$ cat config.mk
export PLATFORM = sky130hd
export DESIGN_NAME = sdpram32_stream_reader
export DESIGN_NICKNAME = d
export VERILOG_FILES = /design/src/rtl/sdpram_pkg.sv /design/src/rtl/sync_fifo32.sv /design/src/rtl/sdpram32_stream_reader.sv
export SDC_FILE = /design/constraint.sdc
export NUM_CORES = 1
export LEC_CHECK = 0
export BUFFER_PORTS_ARGS = -buffer_cell sky130_fd_sc_hd__buf_2
export CORE_ASPECT_RATIO = 2
export CORE_MARGIN = 5
export CORE_UTILIZATION = 60
export DETAILED_ROUTE_END_ITERATION = 7
export HOLD_SLACK_MARGIN = 0.12
export PLACE_DENSITY = 0.87
export SYNTH_ARGS = -nofsm -noshare
export SYNTH_HDL_FRONTEND = slang
export SYNTH_SLANG_ARGS = --single-unit
$ cat constraint.sdc
create_clock -name clk -period 5.8 [get_ports clk]
set_input_delay 0.58 -clock clk [delete_from_list [all_inputs] [get_ports clk]]
set_output_delay 0.58 -clock clk [all_outputs]
set_load 0.03 [all_outputs]
$ cat src/rtl/sdpram_pkg.sv
// Shared types and width helpers for the SDP RAM read-side stream engine.
package sdpram_pkg;

    typedef enum logic [1:0] {
        IDLE,
        RUN,
        DRAIN,
        DONE
    } rd_state_t;

    localparam int unsigned RD_LATENCY = 2;

    function automatic int unsigned ptr_width(input int unsigned depth);
        return $clog2(depth);
    endfunction

    // Occupancy counters must represent 0..depth inclusive.
    function automatic int unsigned cnt_width(input int unsigned depth);
        return $clog2(depth) + 1;
    endfunction

endpackage

$ cat src/rtl/sync_fifo32.sv
// 32-bit synchronous FIFO; head entry is read straight from storage flops,
// so a word pushed in one cycle is visible at the output in the next.
module sync_fifo32
    import sdpram_pkg::*;
#(
    parameter int unsigned DEPTH = 4
) (
    input  logic                           clk,
    input  logic                           rst,
    input  logic                           push_i,
    input  logic [31:0]                    data_i,
    input  logic                           pop_i,
    output logic [31:0]                    data_o,
    output logic [cnt_width(DEPTH)-1:0]    count_o,
    output logic                           full_o,
    output logic                           empty_o
);

    localparam int unsigned PW = ptr_width(DEPTH);
    localparam int unsigned CW = cnt_width(DEPTH);

    logic [31:0]   mem_q [DEPTH];
    logic [PW-1:0] wr_q, wr_d;
    logic [PW-1:0] rd_q, rd_d;
    logic [CW-1:0] count_q, count_d;
    logic          do_push, do_pop;

    assign empty_o = (count_q == '0);
    assign full_o  = (count_q == CW'(DEPTH));
    assign count_o = count_q;
    assign data_o  = empty_o ? '0 : mem_q[rd_q];

    // A push into a full FIFO is accepted only when the head leaves in the same cycle.
    always_comb begin
        do_pop  = pop_i && !empty_o;
        do_push = push_i && (!full_o || do_pop);
        wr_d    = wr_q;
        rd_d    = rd_q;
        count_d = count_q;
        if (do_push) wr_d = wr_q + PW'(1);
        if (do_pop)  rd_d = rd_q + PW'(1);
        if (do_push && !do_pop)      count_d = count_q + CW'(1);
        else if (do_pop && !do_push) count_d = count_q - CW'(1);
    end

    always_ff @(posedge clk or posedge rst) begin
        if (rst) begin
            wr_q    <= '0;
            rd_q    <= '0;
            count_q <= '0;
        end else begin
            wr_q    <= wr_d;
            rd_q    <= rd_d;
            count_q <= count_d;
        end
    end

    always_ff @(posedge clk) begin
        if (do_push) mem_q[wr_q] <= data_i;
    end

endmodule

$ cat src/rtl/sdpram32_stream_reader.sv
// Burst read engine for the 32-bit SDP block RAM: issues credit-limited reads
// around write-port collisions and streams the words out with last marking.
module sdpram32_stream_reader
    import sdpram_pkg::*;
#(
    parameter int unsigned ADDR_WIDTH = 10,
    parameter int unsigned FIFO_DEPTH = 4
) (
    input  logic                  clk,
    input  logic                  reset,
    input  logic                  start,
    input  logic [ADDR_WIDTH-1:0] start_addr,
    input  logic [ADDR_WIDTH:0]   length,
    output logic                  busy,
    output logic                  done,
    input  logic                  mem_write_active,
    output logic [ADDR_WIDTH-1:0] mem_read_addr,
    output logic                  mem_read_enable,
    input  logic [31:0]           mem_read_data,
    output logic                  out_valid,
    input  logic                  out_ready,
    output logic [31:0]           out_data,
    output logic                  out_last
);

    localparam int unsigned LW = ADDR_WIDTH + 1;
    localparam int unsigned CW = cnt_width(FIFO_DEPTH);
    localparam int unsigned SW = CW + 1;
    localparam int unsigned IW = $clog2(RD_LATENCY + 1);

    rd_state_t             state_q, state_d;
    logic [ADDR_WIDTH-1:0] addr_q, addr_d;
    logic [LW-1:0]         remaining_q, remaining_d;
    logic [LW-1:0]         len_q, len_d;
    logic [LW-1:0]         out_cnt_q, out_cnt_d;
    logic [RD_LATENCY-1:0] vld_q, vld_d;

    logic [IW-1:0]         inflight;
    logic [CW-1:0]         fifo_count;
    logic                  fifo_full, fifo_empty;
    logic [SW-1:0]         occupancy;
    logic                  credit_ok, issue, out_hs;

    always_comb begin
        inflight = '0;
        for (int unsigned i = 0; i < RD_LATENCY; i++) begin
            inflight = inflight + IW'(vld_q[i]);
        end
    end

    // Words already buffered plus reads still in the RAM pipeline must fit the FIFO.
    assign occupancy = SW'(fifo_count) + SW'(inflight);
    assign credit_ok = !fifo_full && (occupancy < SW'(FIFO_DEPTH));
    assign issue     = (state_q == RUN) && !mem_write_active
                       && (remaining_q != '0) && credit_ok;

    assign vld_d  = RD_LATENCY'({vld_q, issue});
    assign out_hs = out_valid && out_ready;

    sync_fifo32 #(
        .DEPTH(FIFO_DEPTH)
    ) u_fifo (
        .clk     (clk),
        .rst     (reset),
        .push_i  (vld_q[RD_LATENCY-1]),
        .data_i  (mem_read_data),
        .pop_i   (out_ready),
        .data_o  (out_data),
        .count_o (fifo_count),
        .full_o  (fifo_full),
        .empty_o (fifo_empty)
    );

    assign out_valid       = !fifo_empty;
    assign out_last        = out_valid && (out_cnt_q == len_q - LW'(1));
    assign mem_read_enable = issue;
    assign mem_read_addr   = addr_q;
    assign busy            = (state_q != IDLE);
    assign done            = (state_q == DONE);

    always_comb begin
        state_d     = state_q;
        addr_d      = addr_q;
        remaining_d = remaining_q;
        len_d       = len_q;
        out_cnt_d   = out_cnt_q;
        if (out_hs) out_cnt_d = out_cnt_q + LW'(1);
        case (state_q)
            IDLE: begin
                if (start) begin
                    addr_d      = start_addr;
                    remaining_d = length;
                    len_d       = length;
                    out_cnt_d   = '0;
                    state_d     = (length == '0) ? DONE : RUN;
                end
            end
            RUN: begin
                if (issue) begin
                    addr_d      = addr_q + ADDR_WIDTH'(1);
                    remaining_d = remaining_q - LW'(1);
                    if (remaining_q == LW'(1)) state_d = DRAIN;
                end
            end
            DRAIN: begin
                if ((inflight == '0) && fifo_empty && (out_cnt_q == len_q)) state_d = DONE;
            end
            DONE:    state_d = IDLE;
            default: state_d = IDLE;
        endcase
    end

    always_ff @(posedge clk or posedge reset) begin
        if (reset) begin
            state_q     <= IDLE;
            addr_q      <= '0;
            remaining_q <= '0;
            len_q       <= '0;
            out_cnt_q   <= '0;
            vld_q       <= '0;
        end else begin
            state_q     <= state_d;
            addr_q      <= addr_d;
            remaining_q <= remaining_d;
            len_q       <= len_d;
            out_cnt_q   <= out_cnt_d;
            vld_q       <= vld_d;
        end
    end

endmodule

# Word-level counts from Yosys, hierarchy flattened
# Memories as Yosys holds them, arrays and structs flattened.
# Index checks and enable logic that the tools add are counted.
# word_totals
reg_bits	54
mem_bits_rw	128
n_memories	1
word_cells	80
out_inout_bits	47
in_bits	58
# op_classes
add_sub_neg	10
n_eq_ne	11
n_reduce_logical	28
magnitude_cmp	1
muxes	20
# memory_table
name	depth	width	read_ports	rd_ports_with_merged_regs	wr	line	rtl
u_fifo.mem_q	4	32	1	0	1	sync_fifo32.sv:22	logic [31:0] mem_q [DEPTH];
# op_table
cell	n
$mux W11	5
$mux W32	1
$eq A11 B11 Y1	2
$pmux W11 S2	1
$sub A11 B1 Y11 const B	2
$mux W10	2
$pmux W10 S2	1
$add A11 B1 Y11 const B	1
$eq A11 B1 Y1 const B	1
$logic_and A1 B1 Y1	11
$logic_not A11 Y1	1
$reduce_bool A11 Y1	1
$add A10 B1 Y10 const B	1
$mux W2	5
$pmux W2 S4	1
$mux W3	2
$ne A2 B2 Y1 const B	3
$reduce_bool A2 Y1	3
$logic_not A1 Y1	5
$add A2 B1 Y2 const B	2
$add A3 B2 Y4	1
$eq A2 B2 Y1 const B	2
$logic_not A2 Y1	2
$lt A4 B3 Y1 const B	1
12 further kinds	13

# Depth between registers and ports, before layout
# logic_depth
ltp_word	9
depth_mapped	9

# Cells and area by module
# From an unflattened synthesis, not the netlist that was laid out.
# unflattened
cells_unflattened	605
area_unflattened_um2	8323.0
# modules_own_cells
module	cells_each	instances	area_per_inst_um2
sync_fifo32	240	1	5267.6
sdpram32_stream_reader	365	1	3055.4

# Least setup slack after synthesis
# Ideal clock, no wire load.
# synth_timing
path_kind	flip-flop to output port
from	reg len_q[2]
to	out out_last
n_path_buf	0
stages_incl_launch_ff	6
setup_slack_ns	3.075
arrival_time_ns	2.145
required_time_ns	5.220
cell_sequence	dfrtp_1 -> nor3_1 -> and4_1 -> a211o_1 -> nand3b_1 -> a221oi_1
# synth_between
elab_chain_len	3
# synth_rtl
item	line	rtl
start, declared	sdpram32_stream_reader.sv:34	logic [LW-1:0] len_q, len_d;
start signal, assigned	sdpram32_stream_reader.sv:125	len_q <= len_d;
$sub A11 B1 Y11	sdpram32_stream_reader.sv:75	assign out_last = out_valid && (out_cnt_q == len_q - LW'(1));
$eq A11 B11 Y1	sdpram32_stream_reader.sv:75	
$logic_and A1 B1 Y1	sdpram32_stream_reader.sv:75	
end, declared	sdpram32_stream_reader.sv:23	output logic out_last
# Every way passes these cells.

# Final worst setup path
# layout_timing
from	reg state_q[1]
to	out mem_read_enable
# layout_between
elab_chain_len	4
# layout_rtl
item	line	rtl
start, declared	sdpram32_stream_reader.sv:31	rd_state_t state_q, state_d;
start signal, assigned	sdpram32_stream_reader.sv:122	state_q <= state_d;
$eq A2 B1 Y1	sdpram32_stream_reader.sv:54	assign issue = (state_q == RUN) && !mem_write_active
$logic_and A1 B1 Y1	sdpram32_stream_reader.sv:54	
$logic_and A1 B1 Y1 (2 in series)	sdpram32_stream_reader.sv:55	&& (remaining_q != '0) && credit_ok;
end, declared	sdpram32_stream_reader.sv:18	output logic mem_read_enable,
# Every way passes these cells.

==> flow_metrics.env <==
export IMPL_status="finished clean"
export IMPL_clock_skew_ps=12.57
export IMPL_hold_violations=0
export IMPL_htreeDepth=4
export IMPL_diodes=0
export IMPL_critPathKind="flop to primary output"
export IMPL_ys_seq_elements=182
export IMPL_placed_area_um2=8846
export IMPL_antenna_left=0
export IMPL_pwr_share_clk_pct=22.6
export IMPL_whs_ps=324.5
export IMPL_clockRootBuffer="clkbuf_16"
export IMPL_tightest_slew_ps=1119
export IMPL_totalPowerFinal_mw=5.052
export IMPL_grt_use_total_pct=23.24
export IMPL_grt_pass1_wl_um=28910
export IMPL_antenna_found_initial=0
export IMPL_maxSlewViolCount=0
export IMPL_num_vias=5256
export IMPL_setup_viol=0
export IMPL_dp_cells=811
export IMPL_clk_pin_slew_ps=70
export IMPL_viasPerCell=6.242
export IMPL_crit_path_top_delay_cell="a31oi_1"
export IMPL_peakVddDrop_v=0.0004372
export IMPL_place_ws_ps=3037
export IMPL_final_cell_area_um2=9433
export IMPL_cts_buffer_depth=2
export IMPL_nets=752
export IMPL_core_rowCount=60
export IMPL_first_global_vias=5580
export IMPL_core_area_um2=13440
export IMPL_cts_hold_buffers=0
export IMPL_cp_depth=6
export IMPL_synth_flop_cell="edfxtp_1"
export IMPL_seq_area_frac_synth_pct=63.55
export IMPL_max_stage_delay_ps=520
export IMPL_ys_types=56
export IMPL_synthesis_nets=646
export IMPL_gp_congestion=0.8784
export IMPL_rsz0062_at_grt="no"
export IMPL_ys_warn_count=0
export IMPL_cts_resized_gates=0
export IMPL_routed_wirelength_um=17880
export IMPL_async_flop_share_pct=29.67
export IMPL_rr_endpoint="remaining_q[10]"
export IMPL_cellLeakagePower_nw=3.520
export IMPL_power_switching_mw=2.008
export IMPL_ios=105
export IMPL_critPathLaunchType="flop"
export IMPL_cp_cell_sequence="inv_1 > ha_1 > buf_4 > nand4_1 > a31oi_1 > buf_2"
export IMPL_grt_max_degree=55
export IMPL_cts_tree="built"
export IMPL_seqPwrFrac_pct=37.6
export IMPL_reg2reg_from="state_q[1]"
export IMPL_rrSetupSlack_ps=3190
export IMPL_maxCapViolations=0
export IMPL_swShare_pct=39.75
export IMPL_endpoint="mem_read_enable"
export IMPL_crit_path_end_kind="primary output"
export IMPL_required_ps=5220
export IMPL_power_internal_mw=3.044
export IMPL_hold_path_class="input pin to async pin"
export IMPL_powerDensity_nw_per_um2=535.5
export IMPL_max_clock_freq_mhz=312.6
export IMPL_post_route_util_pct=70.20
export IMPL_worstPathArrival_ps=2620
export IMPL_path_delay_family="buffers and inverters"
export IMPL_clkSinkCount=182
export IMPL_clk_latency_ps=420
export IMPL_fin_ws_ps=2601
export IMPL_drc=0
export IMPL_final_cell_count_no_fill=842
export IMPL_dr_pass1_iters=5
export IMPL_synth_edf_count=128
export IMPL_crit_path_max_fanout=46
export IMPL_avgSynthCellArea_um2=14.37
export IMPL_p_comb_share_pct=39.9
export IMPL_avgRoutedWirePerCell_um=21.24
export IMPL_syn_cell_area_um2=8174
export IMPL_die_y_um=175.1
export IMPL_dieArea_um2=16200
export IMPL_netlist_instances=569
export IMPL_layout_drive_gt1_share_pct=27.80
export IMPL_cts_buffers=17
export IMPL_numPortBuffers=104
export IMPL_fp_dieW_um=92.54
export IMPL_dp_hpwl_um=12150
export IMPL_postCtsSetupBuffers=0
export IMPL_fin_crit_ps=3199
export IMPL_cp_buffers_inverters=3
export IMPL_drt_iter0_drc=331
export IMPL_start_util_pct=60.83
export IMPL_grt_ovfl_total=0
export IMPL_totalNegativeSetupSlack_ps=0
export IMPL_crit_start="state_q[1]"
export IMPL_syn_to_final_growth_pct=15.40
export IMPL_rr_worst_depth=7
export IMPL_post_route_period_util_pct=55.16
export IMPL_relSlewSlack_pct=25.38
## worst register-to-register path: stages (launching register included)
cell      delay [ps]
dfrtp_1          410
inv_1            100
ha_1             150
buf_4            390
nand4_1          320
a31oi_1          520
o21bai_1         220
a221o_1          390
## cell type report
type	count	area, um2
sequential	182	5196
fill	858	4005
multi-input combinational	338	2781
timing repair buffer	113	588.1
clock buffer	17	425.4
tap	155	193.9
clock inverter	14	161.4
inverter	23	86.33
## worst min-delay path by stage
stage	startpoint	endpoint	slack, ps	cells past startpoint
after floorplan	vld_q[0]	vld_q[1]	380	0
after global placement	vld_q[0]	vld_q[1]	390	0
after detailed placement	vld_q[0]	vld_q[1]	400	0
after CTS	mem_read_data[2]	u_fifo.mem_q[0][2]	350	1
after global routing	mem_read_data[22]	u_fifo.mem_q[3][22]	360	1
final	reset	mem_read_addr[6]	320	3
## flip-flops by register name, indices dropped and copies added (netlist names)
signal,flops
remaining_q,11
u_fifo.wr_q,2
u_fifo.mem_q,128
state_q,2
u_fifo.rd_q,2
vld_q,2
u_fifo.count_o,3
out_cnt_q,11
len_q,11
mem_read_addr,10
## synth_stat cells, drive strengths merged (6+ instances only)
cell type    n  area share [%]
ha          18             2.8
nor3        10            0.61
o21ai       26             1.6
nand3       17             1.0
and2        38             2.9
edfxtp     128              47
nand2       27             1.2
xor2        10             1.1
clkbuf      20            0.92
buf          6            0.52
a21oi       26             1.6
dfrtp       54              17
inv         23             1.1
mux4        32             8.8
xnor2       22             2.4
mux2        10             1.4
nor2        25             1.1
nand4       10            0.77
## layout by cell type, fill, tap and decap left out, drive strengths merged, types with 18 or more instances in the layout
master / netlist / routed
nor2: 25 / 25
edfxtp: 128 / 128
nand2: 27 / 27
ha: 18 / 18
dfrtp: 54 / 54
buf: 6 / 113
o21ai: 26 / 26
and2: 38 / 38
xnor2: 22 / 22
inv: 23 / 31
mux4: 32 / 32
a21oi: 26 / 26
## power groups by stage
stage,sequential (mW),clock [mW],combinational [mW]
final,1.90,1.14,2.02
after global routing,1.94,1.22,2.18
after CTS,1.89,1.16,2.03
after detailed placement,1.92,0,2.02
after global placement,1.90,0,1.94
after floorplan,1.86,0,1.53
## metal layers
| metal | GRT usage, % | vias to the layer above | share of wire, % |
|---|---|---|---|
| li1 | - | 2373 | - |
| met1 | 26.26 | 2643 | 36 |
| met2 | 43.07 | 207 | 57 |
| met3 | 4.050 | 33 | 4.5 |
| met4 | 8.561 | 0 | 2.1 |
| met5 | 0 | - | 0 |
## logic make-up (layout without fill, tap and decap cells)
| logic type | Yosys count | in the layout | share of synthesized area [%] |
|---|---|---|---|
| mux | 44 | 44 | 10.44 |
| simple gates | 155 | 155 | 10.13 |
| fa+ha+maj | 19 | 19 | 3.000 |
| buf+inv | 49 | 167 | 2.495 |
| flops | 182 | 182 | 63.55 |
| xor+xnor | 32 | 32 | 3.429 |
| compound gates | 88 | 88 | 6.950 |
Note: power is estimated with default switching activity, not from simulation.
